## config.mk

```make
export PLATFORM = sky130hd
export DESIGN_NAME = vga_mode_control
export DESIGN_NICKNAME = d
export VERILOG_FILES = /design/src/rtl/vga_mode_control.sv
export SDC_FILE = /design/constraint.sdc
export NUM_CORES = 1
export LEC_CHECK = 0
export CAP_MARGIN = 5
export CORE_MARGIN = 2
export CORE_UTILIZATION = 53
export CTS_CLUSTER_DIAMETER = 200
export DETAILED_ROUTE_END_ITERATION = 10
export PLACE_DENSITY_LB_ADDON = 0.05
export RECOVER_POWER = 50
export SKIP_CTS_REPAIR_TIMING = 1
export SLEW_MARGIN = 20
export SYNTH_ARGS = -nofsm -noshare
export SYNTH_HDL_FRONTEND = slang
export SYNTH_SLANG_ARGS = --single-unit
```

## constraint.sdc

```tcl
create_clock -name clk -period 2.68 [get_ports clk]
set_input_delay 0.536 -clock clk [delete_from_list [all_inputs] [get_ports clk]]
set_output_delay 0.536 -clock clk [all_outputs]
set_load 0.02 [all_outputs]
```

## src/rtl/vga_mode_control.sv

```systemverilog
// Arbitrates which drawing source owns the framebuffer. A mode change blanks all
// sources, waits for vertical blank, has the framebuffer cleared, then holds blank frames.
module vga_mode_control #(
   parameter int NUM_MODES    = 3,
   parameter int MODE_W       = 2,
   parameter int BLANK_FRAMES = 2,
   parameter int DEFAULT_MODE = 0
) (
   input  logic                 clk,
   input  logic                 resetn,
   input  logic [MODE_W-1:0]    iGameMode,
   input  logic                 iFrameTick,
   input  logic                 iClearDone,
   output logic                 oClearReq,
   output logic [NUM_MODES-1:0] oEnable,
   output logic [MODE_W-1:0]    oActiveMode,
   output logic                 oBusy,
   output logic                 oInvalidMode
);

   typedef enum logic [1:0] {
      RUN,
      WAIT_FRAME,
      CLEAR,
      BLANK
   } state_t;

   localparam logic [MODE_W-1:0] DEF_MODE   = MODE_W'(DEFAULT_MODE);
   localparam logic [MODE_W:0]   MODE_LIMIT = (MODE_W + 1)'(NUM_MODES);
   localparam logic [7:0]        BLANK_INIT = 8'(BLANK_FRAMES);

   function automatic logic [NUM_MODES-1:0] oneHot(input logic [MODE_W-1:0] m);
      logic [NUM_MODES-1:0] v;
      v = '0;
      for (int i = 0; i < NUM_MODES; i++) v[i] = (m == MODE_W'(i));
      return v;
   endfunction

   state_t            state, stateNext;
   logic [MODE_W-1:0] target, targetNext, activeNext;
   logic [7:0]        frameCnt, frameCntNext;
   logic              clearReqNext;
   logic              validMode;

   assign validMode = {1'b0, iGameMode} < MODE_LIMIT;

   always_comb begin
      // NOTE: every variable gets a default first so no path leaves it unassigned (no latch).
      stateNext    = state;
      targetNext   = target;
      activeNext   = oActiveMode;
      frameCntNext = frameCnt;
      clearReqNext = oClearReq;
      case (state)
         RUN: begin
            if (validMode && iGameMode != oActiveMode) begin
               targetNext = iGameMode;
               stateNext  = WAIT_FRAME;
            end
         end
         WAIT_FRAME: begin
            if (validMode) targetNext = iGameMode;
            if (iFrameTick) begin
               stateNext    = CLEAR;
               clearReqNext = 1'b1;
            end else if (validMode && iGameMode == oActiveMode) begin
               stateNext = RUN;
            end
         end
         CLEAR: begin
            if (validMode) targetNext = iGameMode;
            // A frame tick arriving with the clear-done pulse is not a blank frame.
            if (iClearDone) begin
               clearReqNext = 1'b0;
               frameCntNext = BLANK_INIT;
               stateNext    = BLANK;
            end
         end
         BLANK: begin
            if (validMode) targetNext = iGameMode;
            if (frameCnt == 8'd0 || (iFrameTick && frameCnt == 8'd1)) begin
               frameCntNext = 8'd0;
               activeNext   = targetNext;
               stateNext    = RUN;
            end else if (iFrameTick) begin
               frameCntNext = frameCnt - 8'd1;
            end
         end
         default: stateNext = RUN;
      endcase
   end

   // Outputs are registered from the next-state values so they line up with the state.
   always_ff @(posedge clk or negedge resetn) begin
      // NOTE: the output registers sit on the async reset so a reset drops oClearReq at once.
      if (!resetn) begin
         state        <= RUN;
         target       <= DEF_MODE;
         frameCnt     <= 8'd0;
         oActiveMode  <= DEF_MODE;
         oEnable      <= oneHot(DEF_MODE);
         oClearReq    <= 1'b0;
         oBusy        <= 1'b0;
         oInvalidMode <= 1'b0;
      end else begin
         state        <= stateNext;
         target       <= targetNext;
         frameCnt     <= frameCntNext;
         oActiveMode  <= activeNext;
         oEnable      <= (stateNext == RUN) ? oneHot(activeNext) : '0;
         oClearReq    <= clearReqNext;
         oBusy        <= (stateNext != RUN);
         oInvalidMode <= (state == RUN) && !validMode;
      end
   end

endmodule

```

Word-level counts from Yosys, hierarchy flattened
Cells that the tools add are included.
{"block": "totals", "ff_bits": 20, "in_bits": 6, "out_inout_bits": 8}
{"block": "op_classes", "add_sub_neg": 1, "magnitude_cmp": 1, "eq_ne": 12, "mux": 19, "n_reduce_logical": 16}
{"operator": "8-bit 2-to-1 mux", "n": 3}
{"operator": "2-bit 2-to-1 mux", "n": 9}
{"operator": "8-bit case mux with 2 select lines", "n": 1}
{"operator": "8-bit by 1-bit equality test with 1-bit output (second input constant)", "n": 1}
{"operator": "8-bit zero test", "n": 1}
{"operator": "2-bit case mux with 4 select lines", "n": 1}
{"operator": "8-bit by 1-bit subtractor with 8-bit output (second input constant)", "n": 1}
{"operator": "2-bit equality test (second input constant)", "n": 3}
{"operator": "2-bit zero test", "n": 3}
{"operator": "2-bit inequality test (second input constant)", "n": 3}
{"operator": "3-bit AND reduction", "n": 2}
{"operator": "2-bit nonzero test", "n": 3}
{"operator": "2-bit by 1-bit equality test with 1-bit output (second input constant)", "n": 2}
{"operator": "1-bit logical AND", "n": 4}
{"operator": "2-bit case mux with 2 select lines", "n": 1}
{"operator": "3-bit 2-to-1 mux", "n": 1}
{"operator": "3-bit inequality test (second input constant)", "n": 1}
{"operator": "3-bit OR reduction", "n": 1}
{"operator": "2-bit equality test", "n": 1}
{"operator": "2-bit less-than comparator (second input constant)", "n": 1}
{"operator": "1-bit 2-to-1 mux", "n": 2}
{"operator": "2-bit inequality test", "n": 1}
{"operator": "1-bit case mux with 2 select lines", "n": 1}
{"operator": "1-bit zero test", "n": 1}
{"operator": "1-bit logical OR", "n": 1}

Depth between registers and ports, before layout
{"block": "depth", "ltp_word": 7, "ltp_mapped": 7}

Worst setup path after synthesis
Ideal clock, no wire load.
{"block": "synth_path", "path_type": "register to register", "from": "register frameCnt[3]", "to": "register oBusy", "setup_ps": 119, "arrival_ps": 2063, "setup_slack_ps": 498, "stages_incl_launch_ff": 5, "path_cell_list": "dfrtp_1 > or4_4 > or4_4 > a311o_1 > a21o_2"}
{"block": "synth_between", "elab_chain_len": 6}
{"item": "start: declaration", "line": "41", "rtl": "logic [7:0] frameCnt, frameCntNext;"}
{"item": "start signal: assignment", "line": "108", "rtl": "frameCnt <= frameCntNext;"}
{"item": "8-bit by 1-bit equality test with 1-bit output", "line": "81", "rtl": "if (frameCnt == 8'd0 || (iFrameTick && frameCnt == 8'd1)) begin"}
{"item": "1-bit logical AND", "line": "81"}
{"item": "1-bit logical OR *", "line": "81"}
{"item": "2-bit 2-to-1 mux *", "line": "81"}
{"item": "2-bit case mux with 4 select lines *", "line": "54", "rtl": "case (state)"}
{"item": "2-bit nonzero test *", "line": "112", "rtl": "oBusy <= (stateNext != RUN);"}
{"item": "end signal: assignment", "line": "112"}
{"item": "end: declaration", "line": "17", "rtl": "output logic oBusy,"}
Every way passes the cells marked *; elsewhere a longest branch is shown, timed or not.
A chain may end at the register's enable or synchronous reset.

Worst setup path after layout
{"block": "layout_path", "from": "register frameCnt[3]", "to": "register oEnable[0]"}
{"block": "layout_between", "elab_chain_len": 7}
{"item": "8-bit by 1-bit equality test with 1-bit output", "line": "81"}
{"item": "1-bit logical AND", "line": "81"}
{"item": "1-bit logical OR *", "line": "81"}
{"item": "2-bit 2-to-1 mux", "line": "81"}
{"item": "2-bit case mux with 4 select lines or 2-bit 2-to-1 mux (tied branches)", "line": "54"}
{"item": "2-bit zero test (on tied branches)", "line": "110, 35"}
{"item": "3-bit 2-to-1 mux *", "line": "110", "rtl": "oEnable <= (stateNext == RUN) ? oneHot(activeNext) : '0;"}
{"item": "end signal: assignment", "line": "101", "rtl": "oEnable <= oneHot(DEF_MODE);"}
{"item": "end signal: assignment", "line": "110"}
{"item": "end: declaration", "line": "15", "rtl": "output logic [NUM_MODES-1:0] oEnable,"}
Marks and branches as above.

==> flow_summary.yaml <==
run_status:
  status: "finished, final reports clean"
placed_design:
  numPortBuffers: 13
  place_congestion: 0.840
  dp_hpwl_um: 1560
  dp_cells: 155
power_and_ir_drop:
  finalPower_mw: 1.35
  peakVddDrop_mv: 0.705
  p_leak_nw: 0.570
  power_density_nw_per_um2: 1040
floorplanning:
  die-width_um: 49.8
  start_util_pct: 56.6
  die_h_um: 49.8
  core_area_um2: 1960
  rows: 16
  dieArea_um2: 2480
  io_pins: 14
global_route:
  grt_pass1_vias: 817
  use_met2_pct: 29.8
  grt.met3_usage_pct: 4.55
  grt_overflow: 0
  grtUsageMet1_pct: 26.7
  antenna_found_initial: 0
  grt_max_degree: 21
  busiest_layer: "met2"
  track_usage_pct: 19.4
  grt_pass1_wl_um: 3640
yosys:
  synthArstFlopShare_pct: 100
  syn_nets: 126
  yosysSeqAreaShare_pct: 45.2
  synth_top_cell_area_share_pct: 42.8
  yosysMostFrequentCell: "dfrtp_1"
  ys_ff_latch: 20
  synth.distinct_cells: 36
  synth_area_per_cell_um2: 9.50
  syn_inst: 117
  synth_common_cells: "dfrtp_1 (19), nor2_1 (15), o21ai_0 (10)"
  synthFlopType: "dfrtp_1"
  yosys_warnings: 0
  synth_edf_count: 0
  synth_area_leader_cell: "dfrtp_1"
  syn_area_um2: 1110
  synth_area_leaders: "dfrtp_1 (43%), nor2_1 (5.1%), xnor2_1 (4.7%)"
clocking:
  h-tree-depth: 1
  clkTransAtPathRegs_ps: 120
  cts_tree: "done"
  insertion_delay_ps: 300
  numCtsBuffers: 3
  cts-root-buf: "clkbuf_4"
  cts_buffer_depth: 2
  cts.sinks: 20
timing:
  min_period_over_period_pct: 86.5
  period_needed_ps: 2320
  max_freq_mhz: 431
  hold_viol: 0
  setup_viol: 0
  max_slew_margin_pct: 29.9
  skew_ps: 11.2
  finalSetupTns_ps: 0
  rsz0062_at_grt: "false"
  slew_viol_final: 0
  tightest_slew_ps: 1050
worst_hold_path:
  hp-class: "reg -> reg"
  min-delay-start: "oClearReq"
layout:
  areaGrowthSynthToFinish_pct: 16.8
  multi_input_area_um2: 564
  fin_cells: 159
  seq_area_um2: 502
  num_antenna_cells: 0
  final_layout_size_suffix_gt1_share_pct: 6.82
  fin_nets: 142
  fillers: 178
setup_path:
  path_max_fanout: 5
  crit_type: "reg -> reg"
  cp.arrival_ps: 2530
  cp-startpoint: "frameCnt[3]"
  cp.required_ps: 2890
  start_kind: "register"
  end_kind: "register"
  r2r_start: "frameCnt[3]"
routing:
  drtIter0Drc: 8
  vias: 908
  first_pass_iters: 4
  finalWirelength_um: 2150
  route.detailed.drc: 0
  via_per_inst: 5.71
  ant_nets: 0
  post_drt_wl_per_cell_um: 13.5
job:
  drv_cap: 0
==> cell type report <==
type	instances	share of cell area [%]
Sequential cell	20	38.7
Timing Repair Buffer	16	11.2
Multi-Input combinational cell	85	43.5
Tap cell	27	2.60
Clock buffer	4	2.03
Inverter	7	2.03
==> routing by layer <==
layer	up-vias	routed length [um]
met1	441	1100
met4	0	15
met5	-	0
li1	445	-
met3	2	96
met2	20	940
==> worst paths after layout <==
path,cells after the start,slack (ps),end
worst max-delay path,4,360,oEnable[0]
worst min-delay path,2,570,oClearReq
worst max register to register,4,360,oEnable[0]
worst min register to register,2,570,oClearReq
max in group asynchronous,2,1120,target[0]
min in group asynchronous,2,920,frameCnt[1]
==> metrics by stage <==
step                hold slack (ps)  setup WS, ps  instance area [um2]  util [%]
floorplan                       240           498                 1110         -
global placement                517           391                 1280      65.2
detailed placement              547           353                 1280      65.2
CTS                             558           363                 1310      66.5
global route                    603           237                 1300      66.1
finish                          567           361                 1300      66.1
==> registers in the layout, summed over array words and instances (netlist names) <==
register	cells
oEnable	3
oBusy	1
frameCnt	8
state	2
oActiveMode	2
oInvalidMode	1
oClearReq	1
target	2
==> report_power, final <==
part | internal, mW | switching [mW] | leakage (nW)
clock | 0.0579 | 0.0916 | 0.0150
combinational | 0.322 | 0.340 | 0.304
sequential | 0.408 | 0.128 | 0.251
total | 0.788 | 0.559 | 0.570
==> critical path, stage by stage (launching register included) <==
cell and delay, ps:
dfrtp_1 460, or4_4 570, or4_4 520, a311o_1 430
a211oi_1 250
==> placed cells by master (no fill, tap or decap), drive strengths merged, types with 2 or more instances in the layout <==
| master | n |
|---|---|
| mux2i | 3 |
| clkbuf | 6 |
| o22a | 2 |
| ha | 3 |
| inv | 7 |
| xor2 | 2 |
| dfrtp | 19 |
| or4 | 2 |
| nor2b | 5 |
| nor3 | 2 |
| clkdlybuf4s50 | 10 |
| o21ai | 10 |
| and2 | 2 |
| a211oi | 3 |
| nor2 | 15 |
| a31oi | 4 |
| nand2b | 2 |
| dlygate4sd3 | 3 |
| and3 | 2 |
| nand2 | 3 |
| xnor2 | 6 |
| a21oi | 5 |
==> cell families (layout without fill, tap and decap cells) <==
logic type,Yosys count,count (layout),share of synthesized area (%)
XOR/XNOR,8,8,6.31
AND/OR/NAND/NOR,40,40,20.6
flip-flops,20,20,45.2
buffers and inverters,12,27,4.05
adder cells (fa/ha/maj),3,3,3.38
multiplexers,3,3,2.70
AO/OA/AOI/OAI,31,31,17.8
Power figures use the tool's default switching activity.
